## src/rtl/uart_pkg.sv

```systemverilog
// -----------------------------------------------------------------------------
// uart_pkg
// Shared constants and types for the UART transmit path.
//   BYTE_WIDTH      : default data byte width
//   CLK_HZ / BAUD   : default system clock and line rate
//   FRAME_CYCLES    : clocks per 10-bit frame at the default rate
//   TIMEOUT_DEFAULT : tx_done watchdog, one frame plus margin
//   feeder_state_t  : uart_tx_feeder FSM states
// -----------------------------------------------------------------------------
package uart_pkg;

    localparam int unsigned BYTE_WIDTH      = 8;
    localparam int unsigned CLK_HZ          = 100_000_000;
    localparam int unsigned BAUD            = 9600;
    localparam int unsigned CLKS_PER_BIT    = CLK_HZ / BAUD;
    localparam int unsigned FRAME_CYCLES    = CLKS_PER_BIT * 10;
    localparam int unsigned TIMEOUT_MARGIN  = 15_840;
    localparam int unsigned TIMEOUT_DEFAULT = FRAME_CYCLES + TIMEOUT_MARGIN;

    typedef enum logic [1:0] {
        IDLE      = 2'd0,
        WAIT_DONE = 2'd1,
        GAP       = 2'd2
    } feeder_state_t;

endpackage

```

## src/rtl/uart_tx_feeder_if.sv

```systemverilog
// -----------------------------------------------------------------------------
// uart_tx_feeder_if
// Bundles the host write port, the uart_top launch interface and the error
// flags of uart_tx_feeder.
//   master : the feeder itself (drives full/level/data_in/tx_start/flags)
//   slave  : host + uart_top side (drives wr_en/wr_data/tx_done/err_clr)
// -----------------------------------------------------------------------------
interface uart_tx_feeder_if #(
    parameter int unsigned BYTE_WIDTH = uart_pkg::BYTE_WIDTH,
    parameter int unsigned DEPTH      = 16
);

    // host write port
    logic                   wr_en;
    logic [BYTE_WIDTH-1:0]  wr_data;
    logic                   full;
    logic [$clog2(DEPTH):0] level;

    // uart_top launch interface
    logic [BYTE_WIDTH-1:0]  data_in;
    logic                   tx_start;
    logic                   tx_done;

    // status / error
    logic                   busy;
    logic                   overflow;
    logic                   timeout_err;
    logic                   err_clr;

    modport master (
        input  wr_en,
        input  wr_data,
        input  tx_done,
        input  err_clr,
        output full,
        output level,
        output data_in,
        output tx_start,
        output busy,
        output overflow,
        output timeout_err
    );

    modport slave (
        output wr_en,
        output wr_data,
        output tx_done,
        output err_clr,
        input  full,
        input  level,
        input  data_in,
        input  tx_start,
        input  busy,
        input  overflow,
        input  timeout_err
    );

endinterface

```

## src/rtl/uart_sync_fifo.sv

```systemverilog
// -----------------------------------------------------------------------------
// uart_sync_fifo
// Single-clock show-ahead FIFO with extra-MSB pointers.
//   clk, arst_n : clock, asynchronous active-low reset
//   push, din   : write request (ignored while full) and write data
//   pop         : read request (ignored while empty)
//   dout        : current head entry, valid while !empty
//   full, empty : registered occupancy flags
//   level       : registered occupancy, 0..DEPTH
// -----------------------------------------------------------------------------
module uart_sync_fifo #(
    parameter int unsigned BYTE_WIDTH = 8,
    parameter int unsigned DEPTH      = 16
) (
    input  logic                   clk,
    input  logic                   arst_n,
    input  logic                   push,
    input  logic                   pop,
    input  logic [BYTE_WIDTH-1:0]  din,
    output logic [BYTE_WIDTH-1:0]  dout,
    output logic                   full,
    output logic                   empty,
    output logic [$clog2(DEPTH):0] level
);

    localparam int unsigned AW = $clog2(DEPTH);
    localparam int unsigned PW = AW + 1;

    logic [BYTE_WIDTH-1:0] mem [DEPTH];
    logic [PW-1:0]         wptr_q;
    logic [PW-1:0]         rptr_q;
    logic [PW-1:0]         wptr_d;
    logic [PW-1:0]         rptr_d;
    logic                  do_push;
    logic                  do_pop;

    // qualified requests; full/empty are the pre-edge registered flags
    assign do_push = push && !full;
    assign do_pop  = pop  && !empty;

    // next pointers, natural wrap on the extra MSB
    always_comb begin
        wptr_d = wptr_q;
        rptr_d = rptr_q;
        if (do_push) begin
            wptr_d = wptr_q + PW'(1);
        end
        if (do_pop) begin
            rptr_d = rptr_q + PW'(1);
        end
    end

    // pointers and flags registered from the post-edge pointer values
    always_ff @(posedge clk or negedge arst_n) begin
        if (!arst_n) begin
            wptr_q <= '0;
            rptr_q <= '0;
            full   <= 1'b0;
            empty  <= 1'b1;
            level  <= '0;
        end else begin
            wptr_q <= wptr_d;
            rptr_q <= rptr_d;
            full   <= (wptr_d[AW] != rptr_d[AW]) && (wptr_d[AW-1:0] == rptr_d[AW-1:0]);
            empty  <= (wptr_d == rptr_d);
            level  <= wptr_d - rptr_d;
        end
    end

    // storage has no reset; contents are only observed behind valid pointers
    always_ff @(posedge clk) begin
        if (do_push) begin
            mem[wptr_q[AW-1:0]] <= din;
        end
    end

    // show-ahead head
    assign dout = mem[rptr_q[AW-1:0]];

endmodule

```

## src/rtl/uart_tx_feeder.sv

```systemverilog
// -----------------------------------------------------------------------------
// uart_tx_feeder
// Transmit front end for uart_top: buffers host bytes in a FIFO and launches
// them one at a time, waiting for tx_done and an inter-frame gap between
// launches. Reports write overflow and a missing tx_done as sticky flags.
//   clk, arst_n       : clock, asynchronous active-low reset
//   bus.wr_en/wr_data : host write port; bus.full/level report occupancy
//   bus.data_in       : byte to uart_top, held for the whole frame
//   bus.tx_start      : one-cycle launch pulse to uart_top
//   bus.tx_done       : frame-complete from uart_top
//   bus.busy          : FSM not in IDLE
//   bus.overflow      : sticky, write attempted while full
//   bus.timeout_err   : sticky, tx_done missing for TIMEOUT_CYCLES
//   bus.err_clr       : clears both sticky flags, wins over a same-cycle set
// -----------------------------------------------------------------------------
module uart_tx_feeder #(
    parameter int unsigned BYTE_WIDTH     = uart_pkg::BYTE_WIDTH,
    parameter int unsigned DEPTH          = 16,
    parameter int unsigned IFG_CYCLES     = 16,
    parameter int unsigned TIMEOUT_CYCLES = uart_pkg::TIMEOUT_DEFAULT
) (
    input  logic              clk,
    input  logic              arst_n,
    uart_tx_feeder_if.master  bus
);

    import uart_pkg::*;

    localparam int unsigned LW      = $clog2(DEPTH) + 1;
    localparam int unsigned CNT_MAX = (TIMEOUT_CYCLES > IFG_CYCLES) ? TIMEOUT_CYCLES : IFG_CYCLES;
    localparam int unsigned CW      = $clog2(CNT_MAX + 1);

    // elaboration-time parameter sanity
    if (DEPTH < 2 || (DEPTH & (DEPTH - 1)) != 0) begin : g_bad_depth
        $error("uart_tx_feeder: DEPTH must be a power of 2 and at least 2");
    end
    if (TIMEOUT_CYCLES < 1) begin : g_bad_timeout
        $error("uart_tx_feeder: TIMEOUT_CYCLES must be at least 1");
    end

    logic [BYTE_WIDTH-1:0] fifo_dout;
    logic                  fifo_full;
    logic                  fifo_empty;
    logic [LW-1:0]         fifo_level;
    logic                  pop_c;

    feeder_state_t         state_q;
    feeder_state_t         state_d;
    logic [CW-1:0]         cnt_q;
    logic [CW-1:0]         cnt_d;
    logic [BYTE_WIDTH-1:0] data_q;
    logic [BYTE_WIDTH-1:0] data_d;
    logic                  start_q;
    logic                  start_d;
    logic                  busy_q;
    logic                  busy_d;
    logic                  ovf_q;
    logic                  ovf_d;
    logic                  tmo_q;
    logic                  tmo_d;
    logic                  tmo_set_c;

    // byte buffer; push is gated by full inside the FIFO
    uart_sync_fifo #(
        .BYTE_WIDTH (BYTE_WIDTH),
        .DEPTH      (DEPTH)
    ) u_fifo (
        .clk    (clk),
        .arst_n (arst_n),
        .push   (bus.wr_en),
        .pop    (pop_c),
        .din    (bus.wr_data),
        .dout   (fifo_dout),
        .full   (fifo_full),
        .empty  (fifo_empty),
        .level  (fifo_level)
    );

    // state register and registered outputs
    always_ff @(posedge clk or negedge arst_n) begin
        if (!arst_n) begin
            state_q <= IDLE;
            cnt_q   <= '0;
            data_q  <= '0;
            start_q <= 1'b0;
            busy_q  <= 1'b0;
            ovf_q   <= 1'b0;
            tmo_q   <= 1'b0;
        end else begin
            state_q <= state_d;
            cnt_q   <= cnt_d;
            data_q  <= data_d;
            start_q <= start_d;
            busy_q  <= busy_d;
            ovf_q   <= ovf_d;
            tmo_q   <= tmo_d;
        end
    end

    // next state, counters, launch and error flags
    always_comb begin
        state_d   = state_q;
        cnt_d     = cnt_q;
        data_d    = data_q;
        start_d   = 1'b0;
        pop_c     = 1'b0;
        tmo_set_c = 1'b0;

        case (state_q)
            IDLE: begin
                if (!fifo_empty) begin
                    data_d  = fifo_dout;
                    start_d = 1'b1;
                    pop_c   = 1'b1;
                    cnt_d   = '0;
                    state_d = WAIT_DONE;
                end
            end

            WAIT_DONE: begin
                // start_q marks the launch cycle, where tx_done is not trusted
                if (bus.tx_done && !start_q) begin
                    cnt_d   = '0;
                    state_d = GAP;
                end else if (cnt_q == CW'(TIMEOUT_CYCLES - 1)) begin
                    tmo_set_c = 1'b1;
                    cnt_d     = '0;
                    state_d   = GAP;
                end else begin
                    cnt_d = cnt_q + CW'(1);
                end
            end

            GAP: begin
                // GAP holds IFG_CYCLES+1 cycles so the next launch lands
                // IFG_CYCLES+2 edges after tx_done
                if (cnt_q == CW'(IFG_CYCLES)) begin
                    cnt_d   = '0;
                    state_d = IDLE;
                end else begin
                    cnt_d = cnt_q + CW'(1);
                end
            end

            default: begin
                cnt_d   = '0;
                state_d = IDLE;
            end
        endcase

        busy_d = (state_d != IDLE);
        ovf_d  = bus.err_clr ? 1'b0 : (ovf_q | (bus.wr_en & fifo_full));
        tmo_d  = bus.err_clr ? 1'b0 : (tmo_q | tmo_set_c);
    end

    assign bus.full        = fifo_full;
    assign bus.level       = fifo_level;
    assign bus.data_in     = data_q;
    assign bus.tx_start    = start_q;
    assign bus.busy        = busy_q;
    assign bus.overflow    = ovf_q;
    assign bus.timeout_err = tmo_q;

endmodule

```

## src/flat_wrapper.sv

```systemverilog
// flat-port wrapper written by rule: the top's interface ports become plain ports
module uart_tx_feeder_flat import uart_pkg::*;
#(
    parameter int unsigned BYTE_WIDTH     = uart_pkg::BYTE_WIDTH,
    parameter int unsigned DEPTH          = 16,
    parameter int unsigned IFG_CYCLES     = 16,
    parameter int unsigned TIMEOUT_CYCLES = uart_pkg::TIMEOUT_DEFAULT
)
  (clk, arst_n, bus_wr_en, bus_wr_data, bus_tx_done, bus_err_clr, bus_full, bus_level, bus_data_in, bus_tx_start, bus_busy, bus_overflow, bus_timeout_err);
  uart_tx_feeder_if #(.BYTE_WIDTH(BYTE_WIDTH), .DEPTH(DEPTH)) bus_i ();
  input  logic clk;
  input  logic arst_n;
  input wire logic [$bits(bus_i.wr_en)-1:0] bus_wr_en;
  input wire logic [$bits(bus_i.wr_data)-1:0] bus_wr_data;
  input wire logic [$bits(bus_i.tx_done)-1:0] bus_tx_done;
  input wire logic [$bits(bus_i.err_clr)-1:0] bus_err_clr;
  output wire logic [$bits(bus_i.full)-1:0] bus_full;
  output wire logic [$bits(bus_i.level)-1:0] bus_level;
  output wire logic [$bits(bus_i.data_in)-1:0] bus_data_in;
  output wire logic [$bits(bus_i.tx_start)-1:0] bus_tx_start;
  output wire logic [$bits(bus_i.busy)-1:0] bus_busy;
  output wire logic [$bits(bus_i.overflow)-1:0] bus_overflow;
  output wire logic [$bits(bus_i.timeout_err)-1:0] bus_timeout_err;
  assign bus_i.wr_en = bus_wr_en;
  assign bus_i.wr_data = bus_wr_data;
  assign bus_i.tx_done = bus_tx_done;
  assign bus_i.err_clr = bus_err_clr;
  assign bus_full = bus_i.full;
  assign bus_level = bus_i.level;
  assign bus_data_in = bus_i.data_in;
  assign bus_tx_start = bus_i.tx_start;
  assign bus_busy = bus_i.busy;
  assign bus_overflow = bus_i.overflow;
  assign bus_timeout_err = bus_i.timeout_err;
  uart_tx_feeder #(.BYTE_WIDTH(BYTE_WIDTH), .DEPTH(DEPTH), .IFG_CYCLES(IFG_CYCLES), .TIMEOUT_CYCLES(TIMEOUT_CYCLES)) u_core (.clk(clk), .arst_n(arst_n), .bus(bus_i));
endmodule
```

## config.mk

```make
export PLATFORM = sky130hd
export DESIGN_NAME = uart_tx_feeder_flat
export DESIGN_NICKNAME = d
export VERILOG_FILES = /design/src/rtl/uart_pkg.sv /design/src/rtl/uart_tx_feeder_if.sv /design/src/rtl/uart_sync_fifo.sv /design/src/rtl/uart_tx_feeder.sv /design/src/flat_wrapper.sv
export SDC_FILE = /design/constraint.sdc
export NUM_CORES = 1
export LEC_CHECK = 0
export BUFFER_PORTS_ARGS = -buffer_cell sky130_fd_sc_hd__clkbuf_2
export CAP_MARGIN = 25
export CORE_UTILIZATION = 60
export CTS_CLUSTER_DIAMETER = 120
export DETAILED_ROUTE_END_ITERATION = 8
export MAX_ROUTING_LAYER = met4
export PLACE_DENSITY = 0.81
export SETUP_SLACK_MARGIN = 0.4
export SLEW_MARGIN = 0
export SYNTH_ARGS = -nofsm -noshare
export SYNTH_HDL_FRONTEND = slang
export SYNTH_HIERARCHICAL = 1
export SYNTH_SLANG_ARGS = --single-unit
```

## constraint.sdc

```tcl
create_clock -name clk -period 4.06 [get_ports clk]
set_clock_uncertainty 0.2 [all_clocks]
set_input_delay 0.609 -clock clk [delete_from_list [all_inputs] [get_ports clk]]
set_output_delay 0.609 -clock clk [all_outputs]
set_load 0.05 [all_outputs]
```

# Yosys cells after proc, flatten, opt, wreduce, memory -nomap -nowiden
# Memory sizes are Yosys's and may differ from the RTL's. A register that Yosys moved wholly into a read port is not among the register bits.
# Cells that the tools add are included.
[word_totals]
ram_bits = 128
mem_count = 1
in_bits = 13
ff_bits = 40
out_inout_bits = 18
[memory_table]
columns = ["memory", "words", "width", "read_ports", "rd_clocked_by_memory_dff", "write_ports", "line_no", "source"]
rows = [
  ["u_core.u_fifo.mem", 16, 8, 1, 1, 1, "uart_sync_fifo.sv:29", "logic [BYTE_WIDTH-1:0] mem [DEPTH];"],
]
[classes]
eq_ne = 8
n_addsub = 4
n_bitwise = 4
n_mux = 21
reduce_logical = 11
[op_table]
columns = ["op", "count"]
rows = [
  ["two-way mux 17 bit", 4],
  ["one-hot mux 17 bit (3 select lines)", 1],
  ["adder 17 x 1 -> 17 bit, second input constant", 1],
  ["== test 17 bit, second input constant", 1],
  ["== test 17 x 5 -> 1 bit, second input constant", 1],
  ["adder 5 x 1 -> 5 bit, second input constant", 2],
  ["two-way mux 5 bit", 2],
  ["two-way mux 1 bit", 9],
  ["two-way mux 2 bit", 4],
  ["one-hot mux 2 bit (3 select lines)", 1],
  ["== test 5 bit", 1],
  ["subtractor 5 bit", 1],
  ["== test 4 bit", 1],
  ["logical AND 1 bit", 4],
  ["zero test 1 bit", 4],
  ["== test 2 x 1 -> 1 bit, second input constant", 1],
  ["== test 2 bit, second input constant", 1],
  ["zero test 2 bit", 1],
  ["inequality test 2 bit, second input constant", 1],
  ["bitwise OR 1 bit", 2],
  ["AND reduction 2 bit", 1],
  ["nonzero test 2 bit", 1],
  ["AND 1 bit", 1],
  ["inequality test 1 bit", 1],
  ["inverter 1 bit", 1],
]

# Longest topological paths before layout
[depth]
ltp_word = 6
mapped_depth = 11
depth_no_buf = 10

# Modules after synthesis
# Netlist, hierarchy kept.
[modules_own_cells]
columns = ["module", "area_each_um2", "instances", "cells_per_inst"]
rows = [
  ["uart_sync_fifo", 5995.8, 1, 287],
  ["uart_tx_feeder", 1710.4, 1, 180],
]

# Worst setup path after synthesis
# No wires, ideal clock.
[synth_timing]
path_type = "register to register"
from = "reg u_core.state_q[0]"
to = "reg u_core.u_fifo.level[3]"
period_less_slack_ps = 2970
slack_ps = 1090
path_stages_with_launch = 12
required_time_ps = 3781
t_arrival_ps = 2690
path_buffers = 1
cell_sequence = "dfrtp_1 inv_1 ha_1 nor2b_1 clkbuf_1 nor2b_1 mux2_2 inv_1 ha_1 nor2b_1 a221oi_1 xor2_1"
[synth_between]
elab_chain_cells = 5
[synth_rtl]
columns = ["element", "line_no", "source"]
rows = [
  ["from (decl)", "uart_tx_feeder.sv:47", "feeder_state_t state_q;"],
  ["from (signal assigned)", "uart_tx_feeder.sv:90", "state_q <= state_d;"],
  ["zero test 2 bit", "uart_tx_feeder.sv:109", "case (state_q)"],
  ["two-way mux 1 bit", "uart_tx_feeder.sv:109", ""],
  ["via u_core.pop_c", "uart_tx_feeder.sv:45", "logic pop_c;"],
  ["logical AND 1 bit", "uart_sync_fifo.sv:39", "assign do_pop = pop && !empty;"],
  ["two-way mux 5 bit", "uart_sync_fifo.sv:48", "if (do_pop) begin"],
  ["via u_core.u_fifo.rptr_d[1]", "uart_sync_fifo.sv:33", "logic [PW-1:0] rptr_d;"],
  ["subtractor 5 bit", "uart_sync_fifo.sv:66", "level <= wptr_d - rptr_d;"],
  ["to (signal assigned)", "uart_sync_fifo.sv:66", ""],
  ["to (decl)", "uart_sync_fifo.sv:23", "output logic [$clog2(DEPTH):0] level"],
]
# The timed path passes the listed nets, and every way through them passes these cells.
# A chain may end at the register's enable or synchronous reset.

# Worst setup path after layout
[layout_timing]
from = "reg u_core.state_q[1]"
to = "reg u_core.u_fifo.level[3]"
[layout_between]
elab_chain_cells = 5
[layout_rtl]
columns = ["element", "line_no"]
rows = [
  ["zero test 2 bit", "uart_tx_feeder.sv:109"],
  ["two-way mux 1 bit", "uart_tx_feeder.sv:109"],
  ["logical AND 1 bit", "uart_sync_fifo.sv:39"],
  ["two-way mux 5 bit", "uart_sync_fifo.sv:48"],
  ["via u_core.u_fifo.rptr_d[1]", "uart_sync_fifo.sv:33"],
  ["subtractor 5 bit", "uart_sync_fifo.sv:66"],
]
# The timed path passes the listed nets, and every way through them passes these cells.

==> flow_summary_export.csv <==
group,metric,value,unit
power_and_ir_drop,p_leak,3.28,nW
critical_path,crit_type,"flip-flop to flip-flop",
floorplanning,pin_count,31,
yosys,synth_cells,467,
critical_path,critPathMaxStageDelay,0.44,ns
floorplanning,row_count,41,
cts,cts_tree,"done",
finish,nFillCells,778,
grt,grt_pass1_wl,24.7,mm
critical_path,ff2ff_setup_slack,1.09,ns
grt,grt.overflow.total,0,
cts,postCtsSetupBuffers,0,
yosys,yosysWarnings,6,
place,hpwl,10.2,mm
detailed_routing,drt_pre_antenna_iters,5,
detailed_routing,vias,4431,
detailed_routing,vias_per_cell,6.32,
critical_path,critical_path_required,4.22,ns
critical_path,cp-start-kind,"flip-flop",
yosys,ys_types,61,
yosys,async_flop_share,27.3,%
detailed_routing,drc_errors,0,
critical_path,path_cells,"inv_1 -> ha_1 -> nor2b_1 -> buf_4 -> nor2b_1 -> mux2_2 -> inv_1 -> ha_1 -> nor2b_1 -> a221oi_1 -> xor2_1",
status,status,"finished clean",
timing,rsz0062_at_grt,"no",
finish,nets,544,
power_and_ir_drop,irDropWorstVdd,0.615,mV
min_path,hold_path_class,"primary input to async pin",
finish,antenna_cells,0,
finish,drive_above_1_share,21.9,%
cts,cts_buffer_depth,2,
grt,grt_pass1_vias,4334,
power_and_ir_drop,power_density,744,nW/um^2
critical_path,critPathSlowestCell,"dfrtp_1",
critical_path,crit_arrival,3.13,ns
critical_path,r2r_end,"u_core/u_fifo/level[3]$_DFF_PN0_",
timing,worst-slew-pin-transition,1.04,ns
cts,clkTransAtPathRegs,0.07,ns
cts,htreeDepth,4,
critical_path,path_max_fanout,12,
yosys,syn-cell-area,7710,um^2
floorplanning,core,12600,um^2
timing,finalCritPeriodShare,73.1,%
yosys,synth_seq_cells,176,
detailed_routing,ant_nets,0,
critical_path,worstSetupEndpointType,"flip-flop",
finish,area_growth,13.3,%
place,gp_congestion,0.955,
timing,maxSlewHeadroom,30.6,%
floorplanning,die_y,115,um
timing,tns,0,ns
cts,cts-resized-gates,0,
yosys,avgSynthCellArea,16.5,um^2
detailed_routing,wl_per_cell,23.2,um
grt,grt_start_max_net_pins,49,
timing,timing.hold.ws,0.0852,ns
detailed_routing,first_iter_violations,562,
critical_path,path_buf_inv,3,
cts,hold_buffers,0,
yosys,yosysSeqAreaShare,65.5,%
critical_path,cpMostUsedCell,"nor2b_1",
floorplanning,die-area,13300,um^2
timing,slew_viol_final,0,
grt,antenna_found_initial,0,
cts,cts-root-buf,"clkbuf_16",
cts,cts_buffers,17,
cts,clock-sinks,176,
yosys,synth_edf_count,128,
critical_path,rr_worst_depth,11,
place,port-buffer-count,30,
grt,grt_usage,27.9,%
finish,layout_common_cells,"edfxtp_1 (128), dfrtp_1 (47), clkbuf_2 (30)",
timing,fin_crit,2.97,ns
finish,utilization,69.5,%
timing,max_freq,337,MHz
job,max-cap-violations,0,
yosys,synthFlopType,"edfxtp_1",
cts,clock_latency,0.43,ns
timing,hold_viol,0,
finish,layout_commonest_cell,"edfxtp_1",
floorplanning,start_util,61.3,%
critical_path,r2r_start,"u_core/state_q[1]$_DFF_PN0_",
yosys,syn_nets,495,
floorplanning,die_w,115,um
timing,setup_violations,0,
critical_path,crit_family,"simple AND/OR/NAND/NOR gates",
detailed_routing,drt-total-wl,16.3,mm
[cell usage after synthesis (6+ instances only)]
cell / instances / share of area, %
o21ai_0: 15 / 0.97
dfrtp_1: 47 / 15
nand3_1: 11 / 0.71
clkbuf_1: 7 / 0.34
a21oi_1: 10 / 0.65
mux4_1: 28 / 9.5
mux4_2: 12 / 3.5
nand4_1: 8 / 0.65
nor2_1: 27 / 1.3
nor3_1: 7 / 0.45
mux2_2: 9 / 1.3
inv_1: 17 / 0.83
nand2_1: 28 / 1.4
ha_1: 14 / 2.3
edfxtp_1: 128 / 50
buf_6: 6 / 0.88
and2_1: 7 / 0.57
[worst reg2reg max path: stages (launching register included)]
cell and delay (ns):
dfrtp_1 0.44, inv_1 0.13, ha_1 0.20, nor2b_1 0.14, buf_4 0.23, nor2b_1 0.24, mux2_2 0.41, inv_1 0.07
ha_1 0.24, nor2b_1 0.14, a221oi_1 0.30, xor2_1 0.17
[where the power goes]
group          switching, W  total, W  internal (W)
Combinational       0.00129   0.00224      0.000952
Clock              0.000760   0.00176       0.00100
Sequential         0.000261   0.00249       0.00223
[layout make-up]
| class | instances | area, um^2 | share of cell area [%] |
|---|---|---|---|
| inverter | 17 | 63.8 | 0.731 |
| multi-input combinational | 255 | 2460 | 28.2 |
| tap | 172 | 215 | 2.46 |
| clock buffer | 17 | 425 | 4.87 |
| sequential | 176 | 5050 | 57.8 |
| timing repair buffer | 49 | 297 | 3.40 |
| clock inverter | 15 | 224 | 2.57 |
[stage by stage]
step | total power (W) | cells | instance area (um^2) | worst slack (ns)
after detailed placement | 0.00472 | 666 | 8060 | 1.11
after floorplan | 0.00418 | 467 | 7710 | 1.09
after global routing | 0.00678 | 701 | 8730 | 0.852
after global placement | 0.00462 | 665 | 8050 | 1.20
final | 0.00650 | 701 | 8730 | 1.09
after CTS | 0.00652 | 698 | 8710 | 1.09
[per-layer routing]
| layer | vias up | global-route usage [%] | routed length, um |
|---|---|---|---|
| met3 | 34 | 7.54 | 1220 |
| met2 | 223 | 42.7 | 8070 |
| met4 | 0 | 13.1 | 468 |
| met1 | 2229 | 34.9 | 6540 |
| met5 | - | - | 0 |
| li1 | 1945 | - | - |
[worst max-delay path by stage]
| stage | depth (start not counted) | slack [ns] | start | endpoint |
|---|---|---|---|---|
| 6_report | 11 | 1.09 | u_core/state_q[1]$_DFF_PN0_ | u_core/u_fifo/level[3]$_DFF_PN0_ |
| 4_1_cts | 11 | 1.09 | u_core/state_q[1]$_DFF_PN0_ | u_core/u_fifo/level[3]$_DFF_PN0_ |
| 3_5_place_dp | 11 | 1.11 | u_core/state_q[1]$_DFF_PN0_ | u_core/u_fifo/level[3]$_DFF_PN0_ |
| 3_3_place_gp | 11 | 1.20 | u_core/state_q[0]$_DFF_PN0_ | u_core/u_fifo/level[3]$_DFF_PN0_ |
| 2_1_floorplan | 11 | 1.09 | u_core/state_q[0]$_DFF_PN0_ | u_core/u_fifo/level[3]$_DFF_PN0_ |
| 5_1_grt | 11 | 0.85 | u_core/state_q[0]$_DFF_PN0_ | u_core/u_fifo/level[3]$_DFF_PN0_ |
[logic make-up (layout without fill, tap and decap cells)]
group,after synthesis,after routing,share of synthesized area [%]
DFF,176,176,65.5
buffers and inverters,36,98,2.60
AOI/OAI and AO/OA,59,59,5.18
adders and majority gates,15,15,2.53
muxes,49,49,14.4
and+or+nand+nor,121,121,8.49
xor gates and xnor gates,11,11,1.35
[state kept, by name, indices dropped and copies added (netlist names), 2 cells and up]
signal and cells:
u_core/bus.data_in 8, u_core/u_fifo/level 5, u_core/u_fifo/wptr_q 5, u_core/state_q 2
u_core/u_fifo/mem 128, u_core/u_fifo/rptr_q 5, u_core/cnt_q 17
(Power assumes the default switching activity.)
